`src/rtl/mem_arbiter_pkg.sv`:
```
// Shared types for the unified-memory arbiter: FSM states, owner encoding,
// arbitration mode constants and a counter-width helper.
package arb_pkg;

    typedef enum logic [1:0] {
        IDLE   = 2'd0,
        ACCESS = 2'd1,
        ACK    = 2'd2
    } arb_state_t;

    typedef enum logic {
        OWNER_CORE = 1'b0,
        OWNER_LOAD = 1'b1
    } owner_t;

    localparam logic PRIO_RR    = 1'b0;
    localparam logic PRIO_FIXED = 1'b1;

    // Counter only has to hold ACCESS_CYCLES-1; keep at least one bit.
    function automatic int cnt_width(input int cycles);
        return (cycles > 1) ? $clog2(cycles) : 1;
    endfunction

endpackage

```
`src/rtl/mem_arbiter_if.sv`:
```
// Requester handshakes plus the memory-side bus of the arbiter.
// slave = arbiter view, master = requesters/memory view.
interface mem_arbiter_if;

    logic        req0;
    logic        we0;
    logic [31:0] adr0;
    logic [31:0] wd0;
    logic [31:0] rd0;
    logic        ack0;

    logic        req1;
    logic        we1;
    logic [31:0] adr1;
    logic [31:0] wd1;
    logic [31:0] rd1;
    logic        ack1;

    logic        mem_we;
    logic [31:0] mem_a;
    logic [31:0] mem_wd;
    logic [31:0] mem_rd;

    modport slave (
        input  req0, we0, adr0, wd0,
        output rd0, ack0,
        input  req1, we1, adr1, wd1,
        output rd1, ack1,
        output mem_we, mem_a, mem_wd,
        input  mem_rd
    );

    modport master (
        output req0, we0, adr0, wd0,
        input  rd0, ack0,
        output req1, we1, adr1, wd1,
        input  rd1, ack1,
        input  mem_we, mem_a, mem_wd,
        output mem_rd
    );

endinterface

```
`src/rtl/mem_arbiter_rr_pick2.sv`:
```
// Combinational two-way picker: single requester wins outright, ties go to
// port 0 in fixed mode or to the port that did not own the last grant.
module rr_pick2
    import arb_pkg::*;
(
    input  logic   req0,
    input  logic   req1,
    input  owner_t last_owner,
    input  logic   mode,
    output logic   grant_valid,
    output owner_t grant_owner
);

    always_comb begin
        grant_valid = req0 | req1;
        grant_owner = OWNER_CORE;
        if (req0 && req1) begin
            if (mode == PRIO_FIXED) begin
                grant_owner = OWNER_CORE;
            end else begin
                grant_owner = (last_owner == OWNER_CORE) ? OWNER_LOAD : OWNER_CORE;
            end
        end else if (req1) begin
            grant_owner = OWNER_LOAD;
        end
    end

endmodule

```
`src/rtl/mem_arbiter.sv`:
```
// Two-port arbiter for the unified instruction/data memory (IDLE/ACCESS/ACK FSM).
// Optional grant/contention statistics are built when ARB_STATS_EN is defined.
module mem_arbiter
    import arb_pkg::*;
#(
    parameter int ACCESS_CYCLES = 1,
    parameter int PRIORITY_MODE = 0,
    parameter int STAT_W        = 16
) (
    input  logic              clk,
    input  logic              reset,
    mem_arbiter_if.slave      bus,
    output logic              busy,
    output logic [STAT_W-1:0] stat_grant0,
    output logic [STAT_W-1:0] stat_grant1,
    output logic [STAT_W-1:0] stat_contend
);

    localparam int   CNT_W    = cnt_width(ACCESS_CYCLES);
    localparam logic ARB_MODE = (PRIORITY_MODE != 0) ? PRIO_FIXED : PRIO_RR;
    localparam logic [CNT_W-1:0] CNT_INIT = CNT_W'(ACCESS_CYCLES - 1);

    arb_state_t       state_q, state_d;
    owner_t           owner_q, owner_d;
    owner_t           last_owner_q, last_owner_d;
    logic             we_q, we_d;
    logic [31:0]      adr_q, adr_d;
    logic [31:0]      wd_q, wd_d;
    logic [CNT_W-1:0] cnt_q, cnt_d;
    logic [31:0]      rd0_q, rd0_d;
    logic [31:0]      rd1_q, rd1_d;
    logic             ack0_q, ack0_d;
    logic             ack1_q, ack1_d;

    logic             grant_valid;
    owner_t           grant_owner;

    rr_pick2 u_pick (
        .req0        (bus.req0),
        .req1        (bus.req1),
        .last_owner  (last_owner_q),
        .mode        (ARB_MODE),
        .grant_valid (grant_valid),
        .grant_owner (grant_owner)
    );

    always_comb begin
        state_d      = state_q;
        owner_d      = owner_q;
        last_owner_d = last_owner_q;
        we_d         = we_q;
        adr_d        = adr_q;
        wd_d         = wd_q;
        cnt_d        = cnt_q;
        rd0_d        = rd0_q;
        rd1_d        = rd1_q;
        ack0_d       = 1'b0;
        ack1_d       = 1'b0;

        unique case (state_q)
            IDLE: begin
                if (grant_valid) begin
                    owner_d      = grant_owner;
                    last_owner_d = grant_owner;
                    cnt_d        = CNT_INIT;
                    state_d      = ACCESS;
                    if (grant_owner == OWNER_LOAD) begin
                        we_d  = bus.we1;
                        adr_d = bus.adr1;
                        wd_d  = bus.wd1;
                    end else begin
                        we_d  = bus.we0;
                        adr_d = bus.adr0;
                        wd_d  = bus.wd0;
                    end
                end
            end
            ACCESS: begin
                if (cnt_q == '0) begin
                    // Read data is captured only for reads; writes leave rd untouched.
                    if (owner_q == OWNER_LOAD) begin
                        ack1_d = 1'b1;
                        if (!we_q) rd1_d = bus.mem_rd;
                    end else begin
                        ack0_d = 1'b1;
                        if (!we_q) rd0_d = bus.mem_rd;
                    end
                    state_d = ACK;
                end else begin
                    cnt_d = cnt_q - CNT_W'(1);
                end
            end
            ACK: begin
                state_d = IDLE;
            end
            default: begin
                state_d = IDLE;
            end
        endcase
    end

    always_ff @(posedge clk) begin
        if (reset) begin
            state_q      <= IDLE;
            owner_q      <= OWNER_CORE;
            last_owner_q <= OWNER_LOAD;
            cnt_q        <= '0;
            rd0_q        <= '0;
            rd1_q        <= '0;
            ack0_q       <= 1'b0;
            ack1_q       <= 1'b0;
        end else begin
            state_q      <= state_d;
            owner_q      <= owner_d;
            last_owner_q <= last_owner_d;
            cnt_q        <= cnt_d;
            rd0_q        <= rd0_d;
            rd1_q        <= rd1_d;
            ack0_q       <= ack0_d;
            ack1_q       <= ack1_d;
        end
    end

    // Latched request payload needs no reset: it is only observed in ACCESS.
    always_ff @(posedge clk) begin
        we_q  <= we_d;
        adr_q <= adr_d;
        wd_q  <= wd_d;
    end

    always_comb begin
        bus.mem_we = 1'b0;
        bus.mem_a  = '0;
        bus.mem_wd = '0;
        if (state_q == ACCESS) begin
            bus.mem_a  = adr_q;
            bus.mem_wd = wd_q;
            bus.mem_we = we_q && (cnt_q == '0) && !reset;
        end
    end

    assign bus.rd0  = rd0_q;
    assign bus.rd1  = rd1_q;
    assign bus.ack0 = ack0_q;
    assign bus.ack1 = ack1_q;
    assign busy     = (state_q == ACCESS) || (state_q == ACK);

`ifdef ARB_STATS_EN
    logic [STAT_W-1:0] grant0_q, grant0_d;
    logic [STAT_W-1:0] grant1_q, grant1_d;
    logic [STAT_W-1:0] contend_q, contend_d;
    logic              grant_fire;

    function automatic logic [STAT_W-1:0] sat_inc(input logic [STAT_W-1:0] v);
        return (&v) ? v : v + STAT_W'(1);
    endfunction

    assign grant_fire = (state_q == IDLE) && grant_valid;

    always_comb begin
        grant0_d  = grant0_q;
        grant1_d  = grant1_q;
        contend_d = contend_q;
        if (grant_fire) begin
            if (grant_owner == OWNER_LOAD) grant1_d = sat_inc(grant1_q);
            else                           grant0_d = sat_inc(grant0_q);
            if (bus.req0 && bus.req1)      contend_d = sat_inc(contend_q);
        end
    end

    always_ff @(posedge clk) begin
        if (reset) begin
            grant0_q  <= '0;
            grant1_q  <= '0;
            contend_q <= '0;
        end else begin
            grant0_q  <= grant0_d;
            grant1_q  <= grant1_d;
            contend_q <= contend_d;
        end
    end

    assign stat_grant0  = grant0_q;
    assign stat_grant1  = grant1_q;
    assign stat_contend = contend_q;
`else
    assign stat_grant0  = '0;
    assign stat_grant1  = '0;
    assign stat_contend = '0;
`endif

endmodule
```
`src/flat_wrapper.sv`:
```
// flat-port wrapper written by rule: the top's interface ports become plain ports
module mem_arbiter_flat import arb_pkg::*;
#(
    parameter int ACCESS_CYCLES = 1,
    parameter int PRIORITY_MODE = 0,
    parameter int STAT_W        = 16
)
  (clk, reset, busy, stat_grant0, stat_grant1, stat_contend, bus_req0, bus_we0, bus_adr0, bus_wd0, bus_rd0, bus_ack0, bus_req1, bus_we1, bus_adr1, bus_wd1, bus_rd1, bus_ack1, bus_mem_we, bus_mem_a, bus_mem_wd, bus_mem_rd);
  mem_arbiter_if bus_i ();
  input  logic clk;
  input  logic reset;
  output logic busy;
  output logic [STAT_W-1:0] stat_grant0;
  output logic [STAT_W-1:0] stat_grant1;
  output logic [STAT_W-1:0] stat_contend;
  input wire logic [$bits(bus_i.req0)-1:0] bus_req0;
  input wire logic [$bits(bus_i.we0)-1:0] bus_we0;
  input wire logic [$bits(bus_i.adr0)-1:0] bus_adr0;
  input wire logic [$bits(bus_i.wd0)-1:0] bus_wd0;
  output wire logic [$bits(bus_i.rd0)-1:0] bus_rd0;
  output wire logic [$bits(bus_i.ack0)-1:0] bus_ack0;
  input wire logic [$bits(bus_i.req1)-1:0] bus_req1;
  input wire logic [$bits(bus_i.we1)-1:0] bus_we1;
  input wire logic [$bits(bus_i.adr1)-1:0] bus_adr1;
  input wire logic [$bits(bus_i.wd1)-1:0] bus_wd1;
  output wire logic [$bits(bus_i.rd1)-1:0] bus_rd1;
  output wire logic [$bits(bus_i.ack1)-1:0] bus_ack1;
  output wire logic [$bits(bus_i.mem_we)-1:0] bus_mem_we;
  output wire logic [$bits(bus_i.mem_a)-1:0] bus_mem_a;
  output wire logic [$bits(bus_i.mem_wd)-1:0] bus_mem_wd;
  input wire logic [$bits(bus_i.mem_rd)-1:0] bus_mem_rd;
  assign bus_i.req0 = bus_req0;
  assign bus_i.we0 = bus_we0;
  assign bus_i.adr0 = bus_adr0;
  assign bus_i.wd0 = bus_wd0;
  assign bus_rd0 = bus_i.rd0;
  assign bus_ack0 = bus_i.ack0;
  assign bus_i.req1 = bus_req1;
  assign bus_i.we1 = bus_we1;
  assign bus_i.adr1 = bus_adr1;
  assign bus_i.wd1 = bus_wd1;
  assign bus_rd1 = bus_i.rd1;
  assign bus_ack1 = bus_i.ack1;
  assign bus_mem_we = bus_i.mem_we;
  assign bus_mem_a = bus_i.mem_a;
  assign bus_mem_wd = bus_i.mem_wd;
  assign bus_i.mem_rd = bus_mem_rd;
  mem_arbiter #(.ACCESS_CYCLES(ACCESS_CYCLES), .PRIORITY_MODE(PRIORITY_MODE), .STAT_W(STAT_W)) u_core (.clk(clk), .reset(reset), .bus(bus_i), .busy(busy), .stat_grant0(stat_grant0), .stat_grant1(stat_grant1), .stat_contend(stat_contend));
endmodule
```
`config.mk`:
```
export PLATFORM = sky130hd
export DESIGN_NAME = mem_arbiter_flat
export DESIGN_NICKNAME = d
export VERILOG_FILES = /design/src/rtl/mem_arbiter_pkg.sv /design/src/rtl/mem_arbiter_if.sv /design/src/rtl/mem_arbiter_rr_pick2.sv /design/src/rtl/mem_arbiter.sv /design/src/flat_wrapper.sv
export SDC_FILE = /design/constraint.sdc
export NUM_CORES = 1
export LEC_CHECK = 0
export ABC_CLOCK_PERIOD_IN_PS = 2400
export CAP_MARGIN = 10
export CORE_UTILIZATION = 35
export DETAILED_ROUTE_END_ITERATION = 12
export PLACE_DENSITY = 0.75
export SYNTH_ARGS = -nofsm -noshare
export SYNTH_HDL_FRONTEND = slang
export SYNTH_HIERARCHICAL = 1
export SYNTH_SLANG_ARGS = --single-unit
```
`constraint.sdc`:
```
create_clock -name clk -period 2.4 [get_ports clk]
set_input_delay 0.48 -clock clk [delete_from_list [all_inputs] [get_ports clk]]
set_output_delay 0.48 -clock clk [all_outputs]
set_load 0.02 [all_outputs]
```
==> results.sh, run 1 <==
export IMPL_synth_cell_type_count=25
export IMPL_hold_ws_ns=0.4509
export IMPL_wl_met1_um=6570
export IMPL_final_cell_area_um2=9588
export IMPL_worstPathRequired_ns=1.92
export IMPL_io_pins=346
export IMPL_synthFlopType="dfxtp_1"
export IMPL_areaGrowthSynthToFinish_pct=59.05
export IMPL_syn_cell_area_um2=6028
export IMPL_die_w_um=133.2
export IMPL_crit_path_end_kind="output pin"
export IMPL_intPower_uw=4772
export IMPL_fp_coreArea_um2=16700
export IMPL_final_net_count=1031
export IMPL_grt_max_degree=71
export IMPL_synth_enable_flop_cells=65
export IMPL_r2r_start="u_core/state_q[1]"
export IMPL_pwr_share_clk_pct=37.1
export IMPL_synth_compound_area_share_pct=5.562
export IMPL_synthAdderAreaFrac_pct=0.8302
export IMPL_holdBufCountCts=0
export IMPL_setup_ws_ns=0.09457
export IMPL_swShare_pct=27.74
export IMPL_drv_cap=0
export IMPL_slew_violations=0
export IMPL_grt_pass1_wl_um=25760
export IMPL_yosys_register_bits=135
export IMPL_final_antenna_net_count=0
export IMPL_synth_area_per_cell_um2=10.59
export IMPL_antenna_found_initial=0
export IMPL_finalNonFillerCells=1094
export IMPL_netSwitchingPower_uw=1832
export IMPL_root_buffer="clkbuf_16"
export IMPL_min_period_ns=2.305
export IMPL_startpoint_type="register"
export IMPL_pre_cts_ws_ns=0.2244
export IMPL_rsz0062_at_grt="false"
export IMPL_synth_top_family_by_area="simple AND/OR/NAND/NOR gates"
export IMPL_cp_data_arrival_time_ns=1.83
export IMPL_status="finished, final reports clean"
export IMPL_synth_warnings=6
export IMPL_viasPerCell=4.407
export IMPL_cp_startpoint="u_core/state_q[1]"
export IMPL_synth_simple_area_share_pct=16.36
export IMPL_die_h_um=133.2
export IMPL_grt_overflow_total=0
export IMPL_crit_chain="inv_1 -> ha_4 -> bufbuf_16 -> and2_1 -> dlygate4sd2_1"
export IMPL_num_vias=4821
export IMPL_r2r_end="u_core/bus.rd0[15]"
export IMPL_relSlewSlack_pct=51.42
export IMPL_clk_latency_ns=0.42
export IMPL_drt_initial_drc_count=241
export IMPL_fmax_mhz=433.8
export IMPL_filler_cell_count=1458
export IMPL_peakVddDrop_mv=0.4909
export IMPL_port_buffers=297
export IMPL_crit_fanout=27
export IMPL_dp_hpwl_um=12150
export IMPL_ys_seq_area_share_pct=55.62
export IMPL_synth_cells=569
export IMPL_met2_length_um=8861
export IMPL_htreeDepth=4
export IMPL_slowest_delay_ns=0.32
export IMPL_slowest_stage="dlygate4sd2_1"
export IMPL_p_per_area_nw_per_um2=688.8
export IMPL_wl_per_cell_um=15.53
export IMPL_final_common_cell="clkdlybuf4s50_1"
export IMPL_hold_path_depth=2
export IMPL_hp_start="u_core/bus.rd0[28]"
export IMPL_place_area_um2=9057
export IMPL_num_rows=47
export IMPL_drc=0
export IMPL_hold_end="u_core/bus.rd0[28]"
export IMPL_fin_worst_skew_ns=0.007879
export IMPL_routed_wl_um=16990
export IMPL_final_cell_mix="clkdlybuf4s50_1 (230), nand2_1 (131), dfxtp_1 (70), a21oi_1 (66), edfxtp_1 (65)"
export IMPL_place_gp_congestion=0.8370
export IMPL_fin_crit_sh_pct=96.06
export IMPL_rrSetupSlack_ns=0.72
export IMPL_seqPwrFrac_pct=41.5
export IMPL_cts_made_buffers=17
export IMPL_finalSetupViolCount=0
export IMPL_dp_cells=1061
export IMPL_start_util_pct=36.10
export IMPL_die_area_um2=17750
export IMPL_cts_tree="built"
export IMPL_grt_pass1_vias=4773
export IMPL_dr_wl_met3_um=946
export IMPL_synth_xor_area_share_pct=0
export IMPL_leakagePower_uw=0.003726
export IMPL_clk_pin_slew_ns=0.06
export IMPL_drt_pass1_iterations=4
export IMPL_drive_gt1_share_pct=8.810
export IMPL_finalHoldViolations=0
export IMPL_synth_area_mux_share_pct=12.47
export IMPL_clk_path_buf_depth=2
export IMPL_antenna_cells=0
export IMPL_grt_total_usage_pct=19.24
export IMPL_reg2reg_depth=6
export IMPL_async_flop_share_pct=0
export IMPL_worstHoldPathType="register to register"
export IMPL_tns_ns=0
export IMPL_worst_pin_slew_ns=0.7286
export IMPL_crit_type="register to output pin"
export IMPL_p_comb_share_pct=21.3
export IMPL_top_layer="met4"
export IMPL_numClockSinks=135
-- worst max path at each step --
stage / to / slack, ns / cells after the start
3_5_place_dp: bus_mem_a[2] / 0.22 / 5
6_report: bus_mem_a[18] / 0.09 / 5
4_1_cts: bus_mem_wd[8] / 0.03 / 5
5_1_grt: bus_mem_wd[24] / 0.002 / 5
3_3_place_gp: bus_mem_a[2] / 0.24 / 5
2_1_floorplan: u_core/adr_q[0] / 0.04 / 3
-- registers in the layout, indices dropped and copies added (netlist names) --
| name | count |
|---|---|
| u_core/bus.ack1 | 1 |
| u_core/bus.rd1 | 32 |
| u_core/wd_q | 32 |
| u_core/bus.ack0 | 1 |
| u_core/we_q | 1 |
| u_core/last_owner_q | 1 |
| u_core/state_q | 2 |
| u_core/bus.rd0 | 32 |
| u_core/adr_q | 32 |
| u_core/owner_q | 1 |
-- critical path: cells and delay by family, from the launching register on --
family / cells / cell delay [ns]
simple gates: 1 / 0.13
fa+ha+maj: 1 / 0.20
buf+inv: 3 / 0.76
flops: 1 / 0.31
-- through the flow --
stage / util, % / power (uW)
after floorplan: - / 3548
after global placement: 54.23 / 4252
after detailed placement: 54.23 / 4267
after CTS: 57.32 / 6681
after global routing: 57.41 / 6873
final: 57.41 / 6604
-- power by group through the flow --
stage / Sequential (uW) / Clock [uW] / Combinational, uW
floorplan: 2820 / 0 / 725
global placement: 2790 / 0 / 1460
detailed placement: 2790 / 0 / 1480
CTS: 2740 / 2510 / 1420
global route: 2760 / 2600 / 1510
finish: 2740 / 2450 / 1410
-- cells in the mapped netlist, types with 2 or more instances --
master | instances | area, um2
a21oi_1 | 66 | 330.3
mux2i_1 | 2 | 20.02
edfxtp_1 | 65 | 1952
clkbuf_1 | 18 | 67.56
buf_4 | 48 | 360.4
nand2_1 | 131 | 491.7
buf_6 | 3 | 33.78
mux2_1 | 39 | 439.2
dfxtp_1 | 70 | 1401
inv_1 | 3 | 11.26
nor2_1 | 2 | 7.510
and3b_1 | 3 | 26.28
ha_1 | 4 | 50.05
buf_2 | 15 | 75.07
and2_1 | 65 | 406.6
mux2_2 | 26 | 292.8
-- final cells by class --
| cell class | instances | area [um2] | area share (%) |
|---|---|---|---|
| clock inverter | 11 | 83.83 | 0.8743 |
| clock buffer | 21 | 470.5 | 4.907 |
| sequential | 135 | 3353 | 34.97 |
| tap | 220 | 275.3 | 2.871 |
| multi-input combinational | 395 | 2327 | 24.27 |
| timing repair buffer | 309 | 3067 | 31.98 |
| inverter | 3 | 11.26 | 0.1174 |
-- cells by family after synthesis --
| group | after synthesis |
|---|---|
| AO/OA/AOI/OAI | 67 |
| buffers and inverters | 87 |
| other | 1 |
| multiplexers | 67 |
| AND/OR/NAND/NOR | 208 |
| flip-flops | 135 |
| adder cells (fa/ha/maj) | 4 |
-- what timing repair did --
action,CTS,global route
resized for setup,66,26
cloned,1,0
setup endpoints to repair,65,23
setup buffers,0,0
-- metal layers --
metal	vias up	global-route usage (%)
met3	36	5.023
met2	183	33.56
met5	-	0
met4	0	10.16
met1	2215	21.46
li1	2387	-
(Power assumes the default switching activity.)
==> inputs of run 2 (changes only) <==
--- a/config.mk
+++ b/config.mk
@@ -8,7 +8,9 @@
 export ABC_CLOCK_PERIOD_IN_PS = 2400
 export CAP_MARGIN = 10
-export CORE_UTILIZATION = 35
+export CORE_AREA = 2 2 136 138
 export DETAILED_ROUTE_END_ITERATION = 12
-export PLACE_DENSITY = 0.75
+export DIE_AREA = 0 0 138 140
+export DONT_BUFFER_PORTS = 1
+export PLACE_DENSITY = 0.46
 export SYNTH_ARGS = -nofsm -noshare
 export SYNTH_HDL_FRONTEND = slang
==> constraint.sdc (replaced) <==
create_clock -name clk -period 2.4 [get_ports clk]
set_input_delay 0.48 -clock clk [delete_from_list [all_inputs] [get_ports clk]]
set_output_delay 0.48 -clock clk [all_outputs]
set_load 0.1 [all_outputs]
==> run 2 against run 1 <==
Setup slack improved by 0.049 ns. Final cell count is 14% lower. Clock power increased by 4%. Clock skew shrank 0.0037 ns. Critical endpoint is now bus_mem_wd[1]. Via count fell by 12%. Count of clock-buffer cells in the layout fell by 1. First-iteration DRC count is 38% lower. Sequential power barely moved. Critical path depth did not move.
==> results.sh, run 2 (synthesized netlist as in run 1, its figures left out) <==
export IMPL_die_h_um=140
export IMPL_clk_pin_slew_ns=0.06
export IMPL_fin_crit_sh_pct=94.02
export IMPL_intPower_uw=5006
export IMPL_clk_path_buf_depth=2
export IMPL_worstPathRequired_ns=1.92
export IMPL_grt_max_degree=72
export IMPL_cts_made_buffers=17
export IMPL_post_route_util_pct=47.32
export IMPL_worst_pin_slew_ns=0.5324
export IMPL_netSwitchingPower_uw=3031
export IMPL_crit_type="register to output pin"
export IMPL_cts_resized=0
export IMPL_hold_path_depth=1
export IMPL_viasPerCell=4.527
export IMPL_final_cell_mix="nand2_1 (131), buf_4 (76), dfxtp_1 (70), a21oi_1 (66)"
export IMPL_reg2reg_depth=6
export IMPL_fin_worst_skew_ns=0.004202
export IMPL_crit_fanout=38
export IMPL_num_rows=49
export IMPL_power_total_uw=8037
export IMPL_die_w_um=138
export IMPL_tns_ns=0
export IMPL_drc=0
export IMPL_min_period_ns=2.256
export IMPL_p_comb_share_pct=34.4
export IMPL_peakVddDrop_mv=0.5075
export IMPL_startpoint_type="register"
export IMPL_clk_latency_ns=0.41
export IMPL_pwr_share_clk_pct=31.7
export IMPL_place_gp_congestion=0.7606
export IMPL_slew_violations=0
export IMPL_drt_initial_drc_count=150
export IMPL_final_antenna_net_count=0
export IMPL_worstHoldPathType="input pin to register"
export IMPL_relSlewSlack_pct=64.51
export IMPL_fp_coreArea_um2=17780
export IMPL_grt_pass1_vias=4280
export IMPL_start_util_pct=33.91
export IMPL_root_buffer="clkbuf_16"
export IMPL_drt_pass1_iterations=4
export IMPL_finalNonFillerCells=936
export IMPL_final_common_cell="nand2_1"
export IMPL_p_per_area_nw_per_um2=955.3
export IMPL_rsz0062_at_grt="false"
export IMPL_filler_cell_count=1619
export IMPL_dp_cells=903
export IMPL_crit_path_end_kind="output pin"
export IMPL_holdBufCountCts=0
export IMPL_seqPwrFrac_pct=33.9
export IMPL_register_area_um2=3353
export IMPL_final_cell_area_um2=8413
export IMPL_drv_cap=0
export IMPL_final_net_count=863
export IMPL_cts_tree="built"
export IMPL_grt_pass1_wl_um=24360
export IMPL_leakagePower_uw=0.003278
export IMPL_place_area_um2=7840
export IMPL_fmax_mhz=443.2
export IMPL_finalHoldViolations=0
export IMPL_num_vias=4237
export IMPL_multi_input_area_um2=2317
export IMPL_finalSetupViolCount=0
export IMPL_numClockSinks=135
export IMPL_port_buffers=0
export IMPL_die_area_um2=19320
export IMPL_grt_overflow_total=0
export IMPL_drive_gt1_share_pct=27.62
export IMPL_wl_per_cell_um=17.58
export IMPL_antenna_found_initial=3
export IMPL_grt_total_usage_pct=16.47
export IMPL_io_pins=346
export IMPL_swShare_pct=37.71
export IMPL_dp_hpwl_um=12020
export IMPL_htreeDepth=4
export IMPL_status="finished, final reports clean"
export IMPL_cp_data_arrival_time_ns=1.78
export IMPL_cts_setup_buffers=0
export IMPL_areaGrowthSynthToFinish_pct=39.56
export IMPL_routed_wl_um=16450
run 2: changes by cell type in the layout (fill, tap and decap cells not counted), moves of 2 or more:
| cell | previous run | this run |
|---|---|---|
| buf_12 | 4 | 65 |
| buf_4 | 7 | 76 |
| bufinv_16 | 0 | 3 |
| clkbuf_1 | 1 | 3 |
| clkbuf_2 | 3 | 0 |
| clkbuf_8 | 3 | 0 |
| clkdlybuf4s15_1 | 19 | 0 |
| clkdlybuf4s50_1 | 230 | 0 |
| clkinv_1 | 0 | 5 |
| dlygate4sd2_1 | 43 | 0 |
| inv_4 | 3 | 0 |
| inv_6 | 6 | 0 |
run 2: final cells by class:
class                           count  area share (%)
Sequential cell                   135           39.86
Multi-Input combinational cell    395           27.54
Timing Repair Buffer              141           22.25
Clock buffer                       20           5.190
Tap cell                          229           3.406
Clock inverter                     12           1.591
Inverter                            3          0.1338
Antenna cell                        1         0.02974
run 2: critical path: stages, from the launching register on:
cell and delay, ns:
dfxtp_1 0.32, inv_1 0.12, ha_2 0.19, buf_4 0.29, and2_1 0.25, buf_12 0.19
run 2: metal layers:
layer | share of wire [%] | up-vias | routed length [um] | global-route usage, %
li1 | - | 2046 | - | -
met1 | 37 | 1970 | 6077 | 17.16
met2 | 52 | 203 | 8570 | 29.99
met3 | 9.8 | 18 | 1619 | 7.248
met4 | 1.1 | 0 | 184 | 4.887
met5 | 0 | - | 0 | 0
run 2: path summary, 6_finish.rpt:
kind | start | to | slack, ns
min reg2reg | u_core/bus.rd1[0] | u_core/bus.rd1[0] | 0.45
max | u_core/state_q[1] | bus_mem_wd[1] | 0.14
max reg2reg | u_core/state_q[1] | u_core/bus.rd0[13] | 0.72
min | reset | u_core/bus.rd0[10] | 0.13
run 2: power groups by stage:
stage | combinational, uW | clock [uW] | sequential (uW)
2_1_floorplan | 1770 | 0 | 3080
3_3_place_gp | 2770 | 0 | 2760
3_5_place_dp | 2790 | 0 | 2770
4_1_cts | 2790 | 2620 | 2720
5_1_grt | 2860 | 2700 | 2740
6_report | 2770 | 2550 | 2720
run 2: stage by stage:
step | setup slack [ns] | hold WS, ns
2_1_floorplan | 0.03616 | 0.4400
3_3_place_gp | 0.6112 | 0.4397
3_5_place_dp | 0.5647 | 0.4458
4_1_cts | 0.1069 | 0.1102
5_1_grt | 0.03595 | 0.1107
6_report | 0.1436 | 0.1310
==> inputs of run 3 (changes only) <==
PLACE_DENSITY = unset   (was 0.46)
PLACE_DENSITY_LB_ADDON = 0.1   (was unset)
==> run 3 against run 2 <==
Global-route usage increased by 0.083 points. Die area unchanged. Highest routed layer unchanged. Register-to-register slack got worse by 0.12 ns. Critical path type unchanged. Sequential power about the same. Via count is essentially flat. Total power increased by 1.3%.
==> results.sh, run 3 (synthesized netlist as in run 1, its figures left out) <==
export IMPL_dp_cells=904
export IMPL_dp_hpwl_um=12540
export IMPL_finalHoldViolations=0
export IMPL_routed_wl_um=16390
export IMPL_tns_ns=0
export IMPL_grt_overflow_total=0
export IMPL_final_net_count=864
export IMPL_clk_path_buf_depth=2
export IMPL_crit_type="register to output pin"
export IMPL_viasPerCell=4.530
export IMPL_antenna_found_initial=0
export IMPL_fmax_mhz=443.9
export IMPL_finalSetupViolCount=0
export IMPL_numClockSinks=135
export IMPL_pre_cts_ws_ns=0.4762
export IMPL_grt_pass1_vias=4121
export IMPL_drive_gt1_share_pct=28.57
export IMPL_die_area_um2=19320
export IMPL_slowest_stage="ha_2"
export IMPL_holdBufCountCts=0
export IMPL_multi_input_area_um2=2317
export IMPL_final_antenna_net_count=0
export IMPL_setup_ws_ns=0.1474
export IMPL_start_util_pct=33.91
export IMPL_status="finished, final reports clean"
export IMPL_io_pins=346
export IMPL_wl_per_cell_um=17.51
export IMPL_clk_latency_ns=0.41
export IMPL_reg2reg_depth=6
export IMPL_crit_fanout=29
export IMPL_fp_coreArea_um2=17780
export IMPL_drc=0
export IMPL_final_common_cell="nand2_1"
export IMPL_die_h_um=140
export IMPL_areaGrowthSynthToFinish_pct=41.34
export IMPL_grt_total_usage_pct=16.55
export IMPL_num_rows=49
export IMPL_worstPathRequired_ns=1.92
export IMPL_fin_crit_sh_pct=93.86
export IMPL_crit_top_cell="buf_12"
export IMPL_crit_chain="inv_1 -> ha_2 -> buf_12 -> and2_1 -> buf_12"
export IMPL_fin_worst_skew_ns=0.006555
export IMPL_p_per_area_nw_per_um2=955.2
export IMPL_final_cell_mix="nand2_1 (131), buf_4 (72), buf_12 (70), dfxtp_1 (70), a21oi_1 (66)"
export IMPL_htreeDepth=4
export IMPL_cp_data_arrival_time_ns=1.77
export IMPL_place_gp_congestion=0.7835
export IMPL_rsz0062_at_grt="false"
export IMPL_filler_cell_count=1677
export IMPL_peakVddDrop_mv=0.4451
export IMPL_num_vias=4240
export IMPL_leakagePower_uw=0.003333
export IMPL_grt_max_degree=72
export IMPL_drv_cap=0
export IMPL_register_area_um2=3353
export IMPL_cts_made_buffers=17
export IMPL_root_buffer="clkbuf_16"
export IMPL_clk_pin_slew_ns=0.06
export IMPL_drt_initial_drc_count=174
export IMPL_drt_pass1_iterations=4
export IMPL_worstHoldPathType="input pin to register"
export IMPL_cts_resized=0
export IMPL_die_w_um=138
export IMPL_post_route_util_pct=47.92
export IMPL_hold_path_depth=1
export IMPL_startpoint_type="register"
export IMPL_finalNonFillerCells=936
export IMPL_crit_path_end_kind="output pin"
export IMPL_antenna_cells=0
export IMPL_min_period_ns=2.253
export IMPL_slowest_delay_ns=0.36
export IMPL_grt_pass1_wl_um=24360
export IMPL_slew_violations=0
export IMPL_cts_setup_buffers=0
export IMPL_port_buffers=0
export IMPL_cts_tree="built"
-- run 3: power by group --
group | internal, uW | leakage (uW) | total (uW) | switching (uW)
logic | 761 | 0.00183 | 2820 | 2060
clock network | 1660 | 0.000301 | 2600 | 946
registers | 2670 | 0.00120 | 2720 | 50.6
-- run 3: critical path, delay by kind of cell (launching register included) --
family | cells | cell delay, ns
AND/OR/NAND/NOR | 1 | 0.19
adder cells (fa/ha/maj) | 1 | 0.36
flip-flops | 1 | 0.31
buffers and inverters | 3 | 0.49
-- run 3: routing by layer --
metal	vias up	share of wire, %	global-route usage (%)
met5	-	0	0
met4	0	1.6	6.176
met3	17	9.6	7.316
met2	207	51	28.92
met1	1967	37	17.73
li1	2049	-	-
-- run 3: worst paths after layout --
| kind | from | endpoint | slack, ns |
|---|---|---|---|
| setup reg to reg | u_core/state_q[1] | u_core/bus.rd0[5] | 0.60 |
| hold / removal | reset | u_core/bus.rd1[24] | 0.13 |
| hold reg to reg | u_core/bus.rd1[0] | u_core/bus.rd1[0] | 0.46 |
| setup / recovery | u_core/state_q[1] | bus_mem_wd[27] | 0.15 |
-- run 3: layout make-up --
cell class                 instances  share of cell area (%)
multi-input combinational        395                   27.20
timing repair buffer             142                   22.79
sequential                       135                   39.35
tap                              229                   3.363
clock inverter                     4                  0.3084
inverter                           3                  0.1322
clock buffer                      28                   6.858
-- run 3: through the flow --
stage	hold WS (ns)	total power, uW	area [um2]
3_3_place_gp	0.4419	5583	7910
4_1_cts	0.1051	8237	8521
5_1_grt	0.1011	8435	8521
2_1_floorplan	0.4400	4844	6208
6_report	0.1309	8139	8521
3_5_place_dp	0.4526	5608	7910
